`src/rtl/mem_arb_pkg.sv`:
```
`default_nettype none
// ============================================================================
// Module   : mem_arb_pkg
// Purpose  : Shared types and sizing helpers for the memory port arbiter.
// Revision : 1.0 - initial release
// ============================================================================
package mem_arb_pkg;

    typedef enum logic [1:0] {
        ST_IDLE  = 2'd0,
        ST_ISSUE = 2'd1,
        ST_WAIT  = 2'd2,
        ST_RESP  = 2'd3
    } state_e;

    typedef enum logic {
        OWN_IF = 1'b0,
        OWN_D  = 1'b1
    } owner_e;

    localparam int c_def_ram_lat = 1;
    localparam int c_lat_cw      = $clog2(c_def_ram_lat + 1);

    function automatic int lat_cnt_w(input int lat);
        return (lat < 1) ? 1 : $clog2(lat + 1);
    endfunction

endpackage
`default_nettype wire

```
`src/rtl/mem_arb_pick.sv`:
```
`default_nettype none
// ============================================================================
// Module   : mem_arb_pick
// Purpose  : Combinational grant picker; round-robin when MEM_ARB_RR_EN is set.
// Revision : 1.0 - initial release
// ============================================================================
module mem_arb_pick (
    input  logic i_if_req,
    input  logic i_d_req,
    input  logic i_last_winner,
    output logic o_grant_valid,
    output logic o_grant_owner
);
    import mem_arb_pkg::*;

    always_comb begin
        o_grant_valid = i_if_req | i_d_req;
        o_grant_owner = OWN_IF;
`ifdef MEM_ARB_RR_EN
        // A contested grant goes to whoever did not win last time.
        if (i_if_req && i_d_req) begin
            o_grant_owner = (i_last_winner == OWN_D) ? OWN_IF : OWN_D;
        end else if (i_d_req) begin
            o_grant_owner = OWN_D;
        end
`else
        if (i_d_req) begin
            o_grant_owner = OWN_D;
        end
`endif
    end

`ifndef MEM_ARB_RR_EN
    logic w_unused_last;
    assign w_unused_last = i_last_winner;
`endif

endmodule
`default_nettype wire

```
`src/rtl/mem_port_arbiter.sv`:
```
`default_nettype none
// ============================================================================
// Module   : mem_port_arbiter
// Purpose  : Single-port RAM arbiter for fetch and data access (MEM_ARB_RR_EN
//            selects round-robin priority instead of data-over-fetch).
// Revision : 1.0 - initial release
// ============================================================================
module mem_port_arbiter #(
    parameter int AW      = 16,
    parameter int DW      = 8,
    parameter int RAM_LAT = 1
) (
    input  logic          clk,
    input  logic          rst_n,
    input  logic          i_if_req,
    input  logic [AW-1:0] i_if_addr,
    output logic          o_if_done,
    output logic [DW-1:0] o_if_rdata,
    input  logic          i_d_ld,
    input  logic          i_d_st,
    input  logic [AW-1:0] i_d_addr,
    input  logic [DW-1:0] i_d_wdata,
    output logic          o_d_done,
    output logic [DW-1:0] o_d_rdata,
    output logic          o_stall,
    output logic          o_ram_en,
    output logic          o_ram_we,
    output logic [AW-1:0] o_ram_addr,
    output logic [DW-1:0] o_ram_wdata,
    input  logic [DW-1:0] i_ram_rdata
);
    import mem_arb_pkg::*;

    localparam int            CW         = lat_cnt_w(RAM_LAT);
    localparam logic [CW-1:0] c_cnt_init = CW'(RAM_LAT - 1);

    state_e        r_state;
    state_e        w_state_nxt;
    logic [CW-1:0] r_cnt;
    logic [CW-1:0] w_cnt_nxt;
    owner_e        r_owner;
    logic          r_we;
    logic          r_ram_en;
    logic          r_ram_we;
    logic [AW-1:0] r_ram_addr;
    logic [DW-1:0] r_ram_wdata;
    logic          r_if_done;
    logic          r_d_done;
    logic [DW-1:0] r_if_rdata;
    logic [DW-1:0] r_d_rdata;

    logic          w_d_req;
    logic          w_grant_valid;
    logic          w_grant_owner;
    logic          w_grant;
    logic          w_grant_we;
    logic          w_capture;
    logic          w_enter_resp;
    logic          w_last_winner;

    assign w_d_req = i_d_ld | i_d_st;

    mem_arb_pick u_pick (
        .i_if_req      (i_if_req),
        .i_d_req       (w_d_req),
        .i_last_winner (w_last_winner),
        .o_grant_valid (w_grant_valid),
        .o_grant_owner (w_grant_owner)
    );

`ifdef MEM_ARB_RR_EN
    logic r_last_winner;

    always_ff @(posedge clk or negedge rst_n) begin
        if (!rst_n) begin
            r_last_winner <= OWN_IF;
        end else if (w_grant) begin
            r_last_winner <= w_grant_owner;
        end
    end

    assign w_last_winner = r_last_winner;
`else
    assign w_last_winner = OWN_IF;
`endif

    always_ff @(posedge clk or negedge rst_n) begin
        if (!rst_n) begin
            r_state <= ST_IDLE;
            r_cnt   <= '0;
        end else begin
            r_state <= w_state_nxt;
            r_cnt   <= w_cnt_nxt;
        end
    end

    always_comb begin
        w_state_nxt = r_state;
        w_cnt_nxt   = r_cnt;
        w_grant     = 1'b0;
        case (r_state)
            ST_IDLE: begin
                if (w_grant_valid) begin
                    w_grant     = 1'b1;
                    w_state_nxt = ST_ISSUE;
                end
            end
            ST_ISSUE: begin
                if (r_we) begin
                    w_state_nxt = ST_RESP;
                end else begin
                    w_state_nxt = ST_WAIT;
                    w_cnt_nxt   = c_cnt_init;
                end
            end
            ST_WAIT: begin
                if (r_cnt == '0) begin
                    w_state_nxt = ST_RESP;
                end else begin
                    w_cnt_nxt = r_cnt - CW'(1);
                end
            end
            ST_RESP: begin
                w_state_nxt = ST_IDLE;
            end
            default: begin
                w_state_nxt = ST_IDLE;
            end
        endcase
    end

    // Both strobes high is a protocol error; the store wins.
    assign w_grant_we   = (w_grant_owner == OWN_D) & i_d_st;
    assign w_capture    = (r_state == ST_WAIT) && (r_cnt == '0);
    assign w_enter_resp = (w_state_nxt == ST_RESP) && (r_state != ST_RESP);

    always_ff @(posedge clk or negedge rst_n) begin
        if (!rst_n) begin
            r_owner     <= OWN_IF;
            r_we        <= 1'b0;
            r_ram_en    <= 1'b0;
            r_ram_we    <= 1'b0;
            r_ram_addr  <= '0;
            r_ram_wdata <= '0;
            r_if_done   <= 1'b0;
            r_d_done    <= 1'b0;
            r_if_rdata  <= '0;
            r_d_rdata   <= '0;
        end else begin
            r_ram_en  <= w_grant;
            r_ram_we  <= w_grant & w_grant_we;
            r_if_done <= w_enter_resp & (r_owner == OWN_IF);
            r_d_done  <= w_enter_resp & (r_owner == OWN_D);
            if (w_grant) begin
                r_owner    <= owner_e'(w_grant_owner);
                r_we       <= w_grant_we;
                r_ram_addr <= (w_grant_owner == OWN_D) ? i_d_addr : i_if_addr;
                if (w_grant_owner == OWN_D) begin
                    r_ram_wdata <= i_d_wdata;
                end
            end
            if (w_capture) begin
                if (r_owner == OWN_D) begin
                    r_d_rdata <= i_ram_rdata;
                end else begin
                    r_if_rdata <= i_ram_rdata;
                end
            end
        end
    end

    assign o_ram_en    = r_ram_en;
    assign o_ram_we    = r_ram_we;
    assign o_ram_addr  = r_ram_addr;
    assign o_ram_wdata = r_ram_wdata;
    assign o_if_done   = r_if_done;
    assign o_d_done    = r_d_done;
    assign o_if_rdata  = r_if_rdata;
    assign o_d_rdata   = r_d_rdata;
    assign o_stall     = w_d_req & ~r_d_done;

endmodule
`default_nettype wire
```
`config.mk`:
```
export PLATFORM = sky130hd
export DESIGN_NAME = mem_port_arbiter
export DESIGN_NICKNAME = d
export VERILOG_FILES = /design/src/rtl/mem_arb_pkg.sv /design/src/rtl/mem_arb_pick.sv /design/src/rtl/mem_port_arbiter.sv
export SDC_FILE = /design/constraint.sdc
export NUM_CORES = 1
export LEC_CHECK = 0
export CAP_MARGIN = 10
export CORE_AREA = 10 10 87 89
export CTS_BUF_LIST = sky130_fd_sc_hd__clkbuf_4
export DETAILED_ROUTE_END_ITERATION = 10
export DIE_AREA = 0 0 97 99
export PLACE_DENSITY = 0.76
export SLEW_MARGIN = 20
export SYNTH_ARGS = -nofsm -noshare
export SYNTH_HDL_FRONTEND = slang
export SYNTH_HIERARCHICAL = 1
export SYNTH_SLANG_ARGS = --single-unit
```
`constraint.sdc`:
```
create_clock -name clk -period 1.3 [get_ports clk]
set_input_delay 0.26 -clock clk [delete_from_list [all_inputs] [get_ports clk]]
set_output_delay 0.26 -clock clk [all_outputs]
set_load 0.05 [all_outputs]
```
==> results.json <==
{
  "status": "finished, violations left",
  "violations": "negative setup slack",
  "syn_inst": 157,
  "nFillCells": 410,
  "power_density_nw_per_um2": 3010,
  "synth_nets": 215,
  "cp_top_family": "flip-flops",
  "fp-row-count": 28,
  "period_needed_ns": 1.38,
  "drtIter0Drc": 48,
  "route.detailed.drc": 0,
  "slowest_stage": "dfrtp_1",
  "cap_violations": 0,
  "rsz0062_at_grt": "yes",
  "cts_tree": "built",
  "critPathKind": "reg2reg",
  "crit_chain": "inv_2 -> ha_4 -> nor2b_4 -> buf_6 -> mux2_4",
  "cts.path.max_buffers": 2,
  "r2r-start": "r_state[0]",
  "finalWirelength_um": 5980,
  "grt_pass1_vias": 1809,
  "n_antenna_cell": 0,
  "final_cells": 345,
  "grt_max_degree": 49,
  "final_max_slew_viol_count": 0,
  "die_w_um": 97,
  "min_path_type": "in2reg",
  "die_area_um2": 9600,
  "cp-startpoint": "r_state[0]",
  "min_from": "i_d_st",
  "ir_drop_uv": 1630,
  "grt_pass1_wl_um": 9970,
  "vias_per_cell": 4.70,
  "tns_ns": -0.848,
  "drt-met1-wl_um": 2470,
  "grt_use_total_pct": 12.6,
  "clock-sinks": 48,
  "clock-root-buffer": "clkbuf_4",
  "fp.coreArea_um2": 5850,
  "syn_to_final_growth_pct": 86.0,
  "whs_ns": 0.266,
  "crit_fanout": 4,
  "leakagePower_nw": 1.79,
  "routedWlPerCell_um": 17.3,
  "place_inst": 334,
  "worst_pin_slew_ns": 0.303,
  "fmax_mhz": 725,
  "path_clk_slew_ns": 0.15,
  "postLayoutSetupSlackWorst_ns": -0.0797,
  "place_area_um2": 3750,
  "dpl.hpwl_um": 4620,
  "initial_core_util_pct": 36.5,
  "drtAntennaViolNets": 0,
  "dr_wl_met2_um": 3070,
  "via_count": 1622,
  "fin_nets": 327,
  "antenna_found_initial": 0,
  "syn_area_um2": 2140,
  "yosysWarnings": 6,
  "critPathCaptureType": "flip-flop",
  "design_area_um2": 3970,
  "period_share_pct": 106,
  "dp_slack_ns": -0.604,
  "setup_viol": 16,
  "ios": 98,
  "overflow": 0,
  "skew_ns": 0.0107,
  "slew_headroom_pct": 79.8,
  "top_layer": "met4",
  "worstSetupStartpointType": "flip-flop",
  "h-tree-depth": 2,
  "clkLatencyLatePin_ns": 0.37,
  "cp.arrival_ns": 1.65,
  "slowest_delay_ns": 0.41,
  "cts_buffers": 5,
  "path_buf_inv": 2,
  "finalHoldViolCount": 0,
  "io_buffers": 97,
  "firstDrtPassIters": 4,
  "die_h_um": 99,
  "gp_congestion": 0.769,
  "wl_met3_um": 337,
  "synth_area_per_cell_um2": 13.6,
  "cp.required_ns": 1.57,
  "drive_gt1_share_pct": 45.9
}
[layout make-up]
class,count,area (um^2),area share [%]
clock buffers,5,37.5,0.945
multi-input cells,94,961,24.2
well taps,75,93.8,2.36
inverters,5,18.8,0.472
flip-flops and latches,48,1200,30.3
clock inverters,3,46.3,1.17
repair buffers,115,1610,40.6
[stage by stage]
| step | util (%) | power [mW] |
|---|---|---|
| after floorplan | - | 6.80 |
| after global placement | 64.2 | 10.6 |
| after detailed placement | 64.2 | 10.8 |
| after CTS | 67.5 | 12.0 |
| after global routing | 67.9 | 12.5 |
| final | 67.9 | 11.9 |
[cell usage in the layout (no fill, tap or decap), types with 3 or more instances in the layout]
cell,n
a21oi_1,22
buf_6,6
mux2i_1,16
dfrtp_1,46
mux2_2,9
mux2_4,15
clkdlybuf4s50_1,49
buf_12,48
a21oi_2,10
clkbuf_4,5
inv_1,3
buf_4,8
[final timing paths]
| path | to | slack, ns | depth (start not counted) |
|---|---|---|---|
| max in group asynchronous | o_d_done | 0.66 | 3 |
| min in group asynchronous | o_d_rdata[7] | 0.39 | 3 |
| min reg2reg | o_d_rdata[2] | 0.59 | 1 |
| max | o_if_rdata[6] | -0.08 | 5 |
| min | o_ram_we | 0.27 | 3 |
| max reg2reg | o_if_rdata[6] | -0.08 | 5 |
[where the power goes]
part,internal [mW],switching [mW],total [mW],leakage (nW)
Sequential,2.24,0.830,3.07,0.557
Clock,0.411,0.495,0.907,0.0418
Combinational,4.08,3.88,7.97,1.19
Total,6.74,5.21,11.9,1.79
[flip-flops by register name, summed over array words and instances (netlist names)]
register	flops
o_ram_addr	16
r_owner	1
r_we	1
o_d_rdata	8
r_state	2
o_if_rdata	8
o_d_done	1
o_if_done	1
o_ram_en	1
o_ram_wdata	8
o_ram_we	1
[what timing repair did]
| item | CTS | global route |
|---|---|---|
| pin swaps | 2 | 3 |
| buffers inserted | 1 | 0 |
| hold buffers | 1 | 0 |
| cloned | 1 | 0 |
| endpoints found under the setup margin | 39 | 47 |
| endpoints found under the hold margin | 48 | 0 |
| gates resized for setup | 21 | 7 |
[worst register-to-register path, cell delays in order (launching register included)]
cell	delay, ns
dfrtp_1	0.41
inv_2	0.11
ha_4	0.15
nor2b_4	0.16
buf_6	0.14
mux2_4	0.30
[routing by layer]
| metal | up-vias | global-route usage, % |
|---|---|---|
| met5 | - | 0 |
| met2 | 50 | 21.0 |
| met1 | 790 | 15.0 |
| met4 | 0 | 4.43 |
| met3 | 10 | 4.05 |
| li1 | 772 | - |
Power figures use the tool's default switching activity.
